File: config.mk
export PLATFORM = sky130hd
export DESIGN_NAME = commit_trace_buf
export DESIGN_NICKNAME = d
export VERILOG_FILES = /design/src/rtl/commit_trace_pkg.sv /design/src/rtl/commit_trace_buf_ram.sv /design/src/rtl/commit_trace_buf.sv
export SDC_FILE = /design/constraint.sdc
export NUM_CORES = 1
export LEC_CHECK = 0
export CORE_MARGIN = 10
export CORE_UTILIZATION = 30
export CTS_CLUSTER_SIZE = 12
export DETAILED_ROUTE_END_ITERATION = 7
export SLEW_MARGIN = 25
export SYNTH_ARGS = -nofsm -noshare
export SYNTH_HDL_FRONTEND = slang
export SYNTH_SLANG_ARGS = --single-unit
File: constraint.sdc
create_clock -name clk -period 25.1 [get_ports clk]
set_clock_uncertainty 0.2 [all_clocks]
set_input_delay 2.51 -clock clk [delete_from_list [all_inputs] [get_ports clk]]
set_output_delay 2.51 -clock clk [all_outputs]
set_load 0.01 [all_outputs]
File: src/rtl/commit_trace_pkg.sv
// Shared types for the commit trace buffer: one stored trace record, the
// trigger-mode state encoding and a saturating counter helper.
package commit_trace_pkg;

  // Widest PC/data the stored record can carry; XLEN of the buffer must not exceed it.
  localparam int unsigned TRACE_XLEN = 32;
  localparam int unsigned SEQ_W      = 16;

  localparam logic MODE_STREAM  = 1'b0;
  localparam logic MODE_TRIGGER = 1'b1;

  typedef enum logic [1:0] {
    ST_ARMED  = 2'd0,
    ST_POST   = 2'd1,
    ST_FROZEN = 2'd2
  } trace_state_t;

  typedef struct packed {
    logic [TRACE_XLEN-1:0] pc;
    logic [4:0]            rd;
    logic [TRACE_XLEN-1:0] data;
    logic [SEQ_W-1:0]      seq;
  } trace_entry_t;

  function automatic logic [15:0] sat_inc16(input logic [15:0] v);
    return (v == 16'hFFFF) ? v : v + 16'd1;
  endfunction

endpackage

File: src/rtl/commit_trace_buf_ram.sv
// Trace entry storage: DEPTH records, one synchronous write port and one
// combinational read port. The array is deliberately not reset.
module trace_ram
  import commit_trace_pkg::*;
#(
  parameter int unsigned DEPTH = 16,
  parameter int unsigned AW    = $clog2(DEPTH)
) (
  input  logic         clk,
  input  logic         we_i,
  input  logic [AW-1:0] waddr_i,
  input  trace_entry_t wdata_i,
  input  logic [AW-1:0] raddr_i,
  output trace_entry_t rdata_o
);

  trace_entry_t mem_q [DEPTH];

  // Write port
  always_ff @(posedge clk) begin
    if (we_i) begin
      mem_q[waddr_i] <= wdata_i;
    end
  end

  assign rdata_o = mem_q[raddr_i];

endmodule

File: src/rtl/commit_trace_buf.sv
// Commit trace buffer: records retired-instruction events either as a
// draining FIFO (STREAM) or as a pre/post-trigger window (TRIGGER).
module commit_trace_buf
  import commit_trace_pkg::*;
#(
  parameter int unsigned XLEN      = 32,
  parameter int unsigned DEPTH     = 16,
  parameter int unsigned POST_TRIG = 8
) (
  input  logic                     clk,
  input  logic                     reset,
  input  logic                     mode,
  input  logic                     filter_x0,
  input  logic                     cap_valid,
  input  logic [XLEN-1:0]          cap_pc,
  input  logic [4:0]               cap_rd,
  input  logic [XLEN-1:0]          cap_data,
  input  logic [XLEN-1:0]          trig_pc,
  input  logic                     rearm,
  output logic                     out_valid,
  input  logic                     out_ready,
  output logic [XLEN-1:0]          out_pc,
  output logic [4:0]               out_rd,
  output logic [XLEN-1:0]          out_data,
  output logic [15:0]              out_seq,
  output logic [$clog2(DEPTH):0]   count,
  output logic [15:0]              drop_cnt,
  output logic                     frozen
);

  localparam int unsigned AW = $clog2(DEPTH);
  localparam int unsigned CW = AW + 1;
  localparam logic [CW-1:0] FULL_CNT  = CW'(DEPTH);
  localparam logic [CW-1:0] POST_LOAD = CW'(POST_TRIG);

  logic [AW-1:0]  wr_ptr_q, wr_ptr_d;
  logic [AW-1:0]  rd_ptr_q, rd_ptr_d;
  logic [CW-1:0]  count_q, count_d;
  logic [CW-1:0]  post_q, post_d;
  logic [15:0]    seq_q, seq_d;
  logic [15:0]    drop_q, drop_d;
  trace_state_t   state_q, state_d;
  logic           mode_q;
  logic           out_valid_q, out_valid_d;
  logic           frozen_q;
  trace_entry_t   head_q, head_d;

  logic           eligible_s;
  logic           mode_chg_s;
  logic           full_s;
  logic           pop_s;
  logic           trig_hit_s;
  logic           push_s;
  trace_entry_t   wr_entry_s;
  trace_entry_t   ram_rdata_s;

  assign eligible_s = cap_valid && !(filter_x0 && (cap_rd == 5'd0));
  assign mode_chg_s = (mode != mode_q);
  assign full_s     = (count_q == FULL_CNT);
  assign pop_s      = out_valid_q && out_ready;
  assign trig_hit_s = (cap_pc == trig_pc);

  assign wr_entry_s.pc   = TRACE_XLEN'(cap_pc);
  assign wr_entry_s.rd   = cap_rd;
  assign wr_entry_s.data = TRACE_XLEN'(cap_data);
  assign wr_entry_s.seq  = seq_q;

  trace_ram #(
    .DEPTH (DEPTH)
  ) u_ram (
    .clk     (clk),
    .we_i    (push_s),
    .waddr_i (wr_ptr_q),
    .wdata_i (wr_entry_s),
    .raddr_i (rd_ptr_d),
    .rdata_o (ram_rdata_s)
  );

  // Next-state for pointers, occupancy, counters and the trigger FSM
  always_comb begin
    wr_ptr_d = wr_ptr_q;
    rd_ptr_d = rd_ptr_q;
    count_d  = count_q;
    post_d   = post_q;
    drop_d   = drop_q;
    state_d  = state_q;
    push_s   = 1'b0;

    // Every commit is numbered, so filtered commits leave visible gaps in seq.
    if (cap_valid) begin
      seq_d = seq_q + 16'd1;
    end else begin
      seq_d = seq_q;
    end

    if (mode_chg_s) begin
      wr_ptr_d = {AW{1'b0}};
      rd_ptr_d = {AW{1'b0}};
      count_d  = {CW{1'b0}};
      post_d   = {CW{1'b0}};
      state_d  = ST_ARMED;
    end else if (mode == MODE_STREAM) begin
      push_s   = eligible_s && (!full_s || pop_s);
      wr_ptr_d = wr_ptr_q + AW'(push_s);
      rd_ptr_d = rd_ptr_q + AW'(pop_s);
      count_d  = count_q + CW'(push_s) - CW'(pop_s);
      if (eligible_s && full_s && !pop_s) begin
        drop_d = sat_inc16(drop_q);
      end else begin
        drop_d = drop_q;
      end
    end else begin
      case (state_q)
        ST_ARMED, ST_POST: begin
          push_s   = eligible_s;
          wr_ptr_d = wr_ptr_q + AW'(push_s);
          // A full window slides: the oldest entry is overwritten in place.
          if (push_s && full_s) begin
            rd_ptr_d = rd_ptr_q + AW'(1);
          end else begin
            count_d = count_q + CW'(push_s);
          end
          if (push_s && (state_q == ST_ARMED) && trig_hit_s) begin
            state_d = ST_POST;
            post_d  = POST_LOAD;
          end else if (push_s && (state_q == ST_POST)) begin
            post_d = post_q - CW'(1);
            if (post_q == CW'(1)) begin
              state_d = ST_FROZEN;
            end else begin
              state_d = ST_POST;
            end
          end else begin
            post_d = post_q;
          end
        end
        ST_FROZEN: begin
          if (rearm) begin
            wr_ptr_d = {AW{1'b0}};
            rd_ptr_d = {AW{1'b0}};
            count_d  = {CW{1'b0}};
            post_d   = {CW{1'b0}};
            state_d  = ST_ARMED;
          end else begin
            rd_ptr_d = rd_ptr_q + AW'(pop_s);
            count_d  = count_q - CW'(pop_s);
          end
        end
        default: begin
          wr_ptr_d = {AW{1'b0}};
          rd_ptr_d = {AW{1'b0}};
          count_d  = {CW{1'b0}};
          post_d   = {CW{1'b0}};
          state_d  = ST_ARMED;
        end
      endcase
    end
  end

  // Next head entry and visibility; a write landing on the new head bypasses the array
  always_comb begin
    if (count_d == CW'(0)) begin
      head_d = '0;
    end else if (push_s && (wr_ptr_q == rd_ptr_d)) begin
      head_d = wr_entry_s;
    end else begin
      head_d = ram_rdata_s;
    end
    out_valid_d = (count_d != CW'(0)) && ((mode == MODE_STREAM) || (state_d == ST_FROZEN));
  end

  // State and registered outputs
  always_ff @(posedge clk or posedge reset) begin
    if (reset) begin
      wr_ptr_q    <= {AW{1'b0}};
      rd_ptr_q    <= {AW{1'b0}};
      count_q     <= {CW{1'b0}};
      post_q      <= {CW{1'b0}};
      seq_q       <= 16'd0;
      drop_q      <= 16'd0;
      state_q     <= ST_ARMED;
      mode_q      <= MODE_STREAM;
      out_valid_q <= 1'b0;
      frozen_q    <= 1'b0;
      head_q      <= '0;
    end else begin
      wr_ptr_q    <= wr_ptr_d;
      rd_ptr_q    <= rd_ptr_d;
      count_q     <= count_d;
      post_q      <= post_d;
      seq_q       <= seq_d;
      drop_q      <= drop_d;
      state_q     <= state_d;
      mode_q      <= mode;
      out_valid_q <= out_valid_d;
      frozen_q    <= (state_d == ST_FROZEN);
      head_q      <= head_d;
    end
  end

  assign out_valid = out_valid_q;
  assign out_pc    = head_q.pc[XLEN-1:0];
  assign out_rd    = head_q.rd;
  assign out_data  = head_q.data[XLEN-1:0];
  assign out_seq   = head_q.seq;
  assign count     = count_q;
  assign drop_cnt  = drop_q;
  assign frozen    = frozen_q;

endmodule

==> results.json <==
{
  "ys_types": 70,
  "hold_depth": 1,
  "status": "finished, final reports clean",
  "ys_seq_area_frac": 0.741,
  "rrSetupSlack_ns": 18.06,
  "wl_per_cell_um": 24.2,
  "fmax_ghz": 0.102,
  "synthesis.area_um2": 59800,
  "rsz0062_at_grt": "false",
  "top_usage_layer": "met2",
  "cts_tree": "built",
  "cts_setup_buffers": 0,
  "clockBufferDepth": 3,
  "worstPathRequired_ns": 25.55,
  "boundaryPins": 216,
  "slowest_stage": "clkdlybuf4s50_1",
  "slew_headroom": 0.211,
  "end_kind": "flip-flop",
  "grt_max_degree": 231,
  "ctsHoldBuffers": 0,
  "synthCells": 4019,
  "cts.sinks": 1500,
  "critPathTopFamily": "buffers and inverters",
  "die_w_um": 467,
  "grt.met2_usage": 0.243,
  "cp.arrival_ns": 10.30,
  "drc": 0,
  "numCtsBuffers": 157,
  "core_um2": 198000,
  "reg2reg_depth": 15,
  "ir_drop_mv": 0.0754,
  "synthTopCellsByArea": "edfxtp_1 (68%), dfrtp_1 (5.9%), nand2_1 (4.5%), mux2i_1 (2.8%), a22o_1 (2.5%)",
  "setup_tns_ns": 0,
  "synth.most_common_cell": "edfxtp_1",
  "r2r-end": "out_rd[1]",
  "die_h_um": 467,
  "initial_core_util": 0.302,
  "criticalPathCategory": "primary input to flip-flop",
  "synth.top_cell.area_share": 0.683,
  "total_power_mw": 6.09,
  "synth_commonest_cells": "edfxtp_1 (1360), nand2_1 (718), a21oi_1 (189)",
  "setup_viol": 0,
  "drtIter0Drc": 3588,
  "yosys_warnings": 0,
  "io_buffers": 215,
  "cts.clk_slew.worst_paths_ns": 0.06,
  "antenna_found_initial": 24,
  "postPlaceCellArea_um2": 64700,
  "grt.total_usage": 0.149,
  "period_needed_ns": 9.85,
  "cts_resized": 0,
  "avgSynthCellArea_um2": 14.9,
  "hold_violations": 0,
  "grt_pass1_wl_um": 243000,
  "cp_max_fo": 180,
  "p_leak_nw": 22.8,
  "cts_root_buffer": "clkbuf_16",
  "pwr-share-seq": 0.486,
  "critPathMaxStageDelay_ns": 0.95,
  "p_sw_mw": 1.59,
  "p_comb_frac": 0.150,
  "drt_first_pass_iters": 5,
  "grt_overflow_total": 0,
  "synth_ff_type": "edfxtp_1",
  "drive_gt1_frac": 0.0844,
  "hp-class": "flip-flop to flip-flop",
  "crit_top_cell": "buf_4",
  "power_frac_clock": 0.364,
  "period_share": 0.392,
  "worstHoldStart": "drop_cnt[5]",
  "wl_um": 169000,
  "rows": 163,
  "path_cells": "clkdlybuf4s50_1 > inv_1 > ha_1 > nor2_1 > o21a_1 > nand3b_4 > and2_4 > inv_16 > buf_16 > buf_12 > buf_4 > buf_4 > mux2i_1 > a22o_1 > o221ai_1 > o221a_2",
  "dp_hpwl_um": 86300,
  "htree_num_levels": 4,
  "p_int_mw": 4.50,
  "slew_violations": 0,
  "grtUsageMet3": 0.0295,
  "synthArstFlopShare": 0.0933,
  "clock_latency_ns": 0.78,
  "swShare": 0.261,
  "area_growth_pct": 16.6,
  "die_area_um2": 218000,
  "p_per_area_nw_per_um2": 87.3,
  "r2r_start": "mode_q",
  "routed_via_density": 5.13,
  "synth_top_cell_by_area": "edfxtp_1",
  "min_to": "drop_cnt[5]",
  "synth_edf_count": 1360,
  "hold_ws_ns": 0.293,
  "startpoint_type": "primary input",
  "vias": 35700,
  "n_fill_cell": 18900,
  "ant_nets": 0,
  "final_area_um2": 69700,
  "syn-num-nets": 4154,
  "use_met1": 0.199,
  "ys_ff_latch": 1500,
  "tightest_slew_ns": 1.18,
  "nets": 4316,
  "cap_viol_max_count": 0,
  "globalplace.congestion": 0.760,
  "grt_pass1_vias": 35000,
  "cp_num_buf_inv": 7
}
[power groups by stage]
stage / clock network, mW / logic, mW / registers, mW
2_1_floorplan: 0 / 0.517 / 2.98
3_3_place_gp: 0 / 0.913 / 3.01
3_5_place_dp: 0 / 0.922 / 3.01
4_1_cts: 2.26 / 0.925 / 2.96
5_1_grt: 2.36 / 0.993 / 2.97
6_report: 2.22 / 0.914 / 2.96
[cells in the final DEF, fill, tap and decap left out, types with 6 or more instances in the layout]
master / netlist / layout
clkdlybuf4s50_1: 0 / 215
clkbuf_8: 0 / 24
mux2i_1: 168 / 168
a32o_1: 84 / 84
nand4_1: 21 / 21
and3_1: 90 / 90
clkinv_1: 0 / 8
a22o_1: 168 / 168
xor2_1: 13 / 13
nor2_1: 47 / 35
buf_4: 6 / 67
nand2_1: 718 / 718
xnor2_1: 65 / 65
inv_6: 0 / 8
edfxtp_1: 1360 / 1360
inv_1: 25 / 24
a21oi_1: 189 / 189
o21ai_0: 10 / 10
clkbuf_16: 0 / 162
ha_1: 26 / 26
a211oi_1: 87 / 87
o221a_2: 37 / 37
o221a_1: 47 / 47
clkinv_2: 1 / 9
nand3_1: 182 / 182
buf_16: 0 / 6
o221ai_1: 84 / 84
dfrtp_1: 140 / 140
clkbuf_1: 160 / 73
a31oi_1: 87 / 87
nor2_4: 0 / 12
nor3_1: 12 / 8
[flip-flops by register name, summed over array words and instances, names as in the netlist]
signal,cells
count,5
drop_cnt,16
frozen,1
mode_q,1
out_data,32
out_pc,32
out_rd,5
out_seq,16
out_valid,1
post_q,5
rd_ptr_q,4
seq_q,16
state_q,2
u_ram.mem_q,1360
wr_ptr_q,4
[cell families after synthesis]
logic type,Yosys count,share of synthesized area
buffers and inverters,320,0.0252
adders and majority gates,27,0.00577
muxes,171,0.0287
and+or+nand+nor,1100,0.0798
AOI/OAI and AO/OA,823,0.108
DFF,1500,0.741
xor gates and xnor gates,78,0.0114
[metrics by stage]
stage | worst slack [ns] | util | std cells
2_1_floorplan | 14.34 | - | 4019
3_3_place_gp | 14.30 | 0.327 | 6656
3_5_place_dp | 14.14 | 0.327 | 6657
4_1_cts | 14.95 | 0.352 | 6947
5_1_grt | 14.56 | 0.352 | 6954
6_report | 15.25 | 0.352 | 6955
[worst max path at each step]
stage,start,endpoint,slack [ns],depth (start not counted)
after detailed placement,mode,out_rd[1],14.14,15
after CTS,mode,out_rd[1],14.95,15
final,mode,out_rd[1],15.25,16
after global placement,mode,out_rd[3],14.30,15
after floorplan,mode,u_ram.mem_q[0][0],14.34,9
after global routing,mode,out_rd[3],14.56,16
[per-layer routing]
metal	vias up	share of wire
met1	18200	0.43
met4	6	0.027
met3	274	0.068
met2	1271	0.48
li1	15900	-
met5	-	0.00024
[final cells by class]
type	instances	area (um^2)	area share
Clock buffer	259	4660	0.0668
Multi-Input combinational cell	2199	14100	0.203
Sequential cell	1500	44300	0.636
Inverter	28	131	0.00188
Clock inverter	31	221	0.00318
Antenna cell	3	7.51	0.000108
Tap cell	2640	3300	0.0474
Timing Repair Buffer	295	2930	0.0421
(Power assumes the default switching activity.)
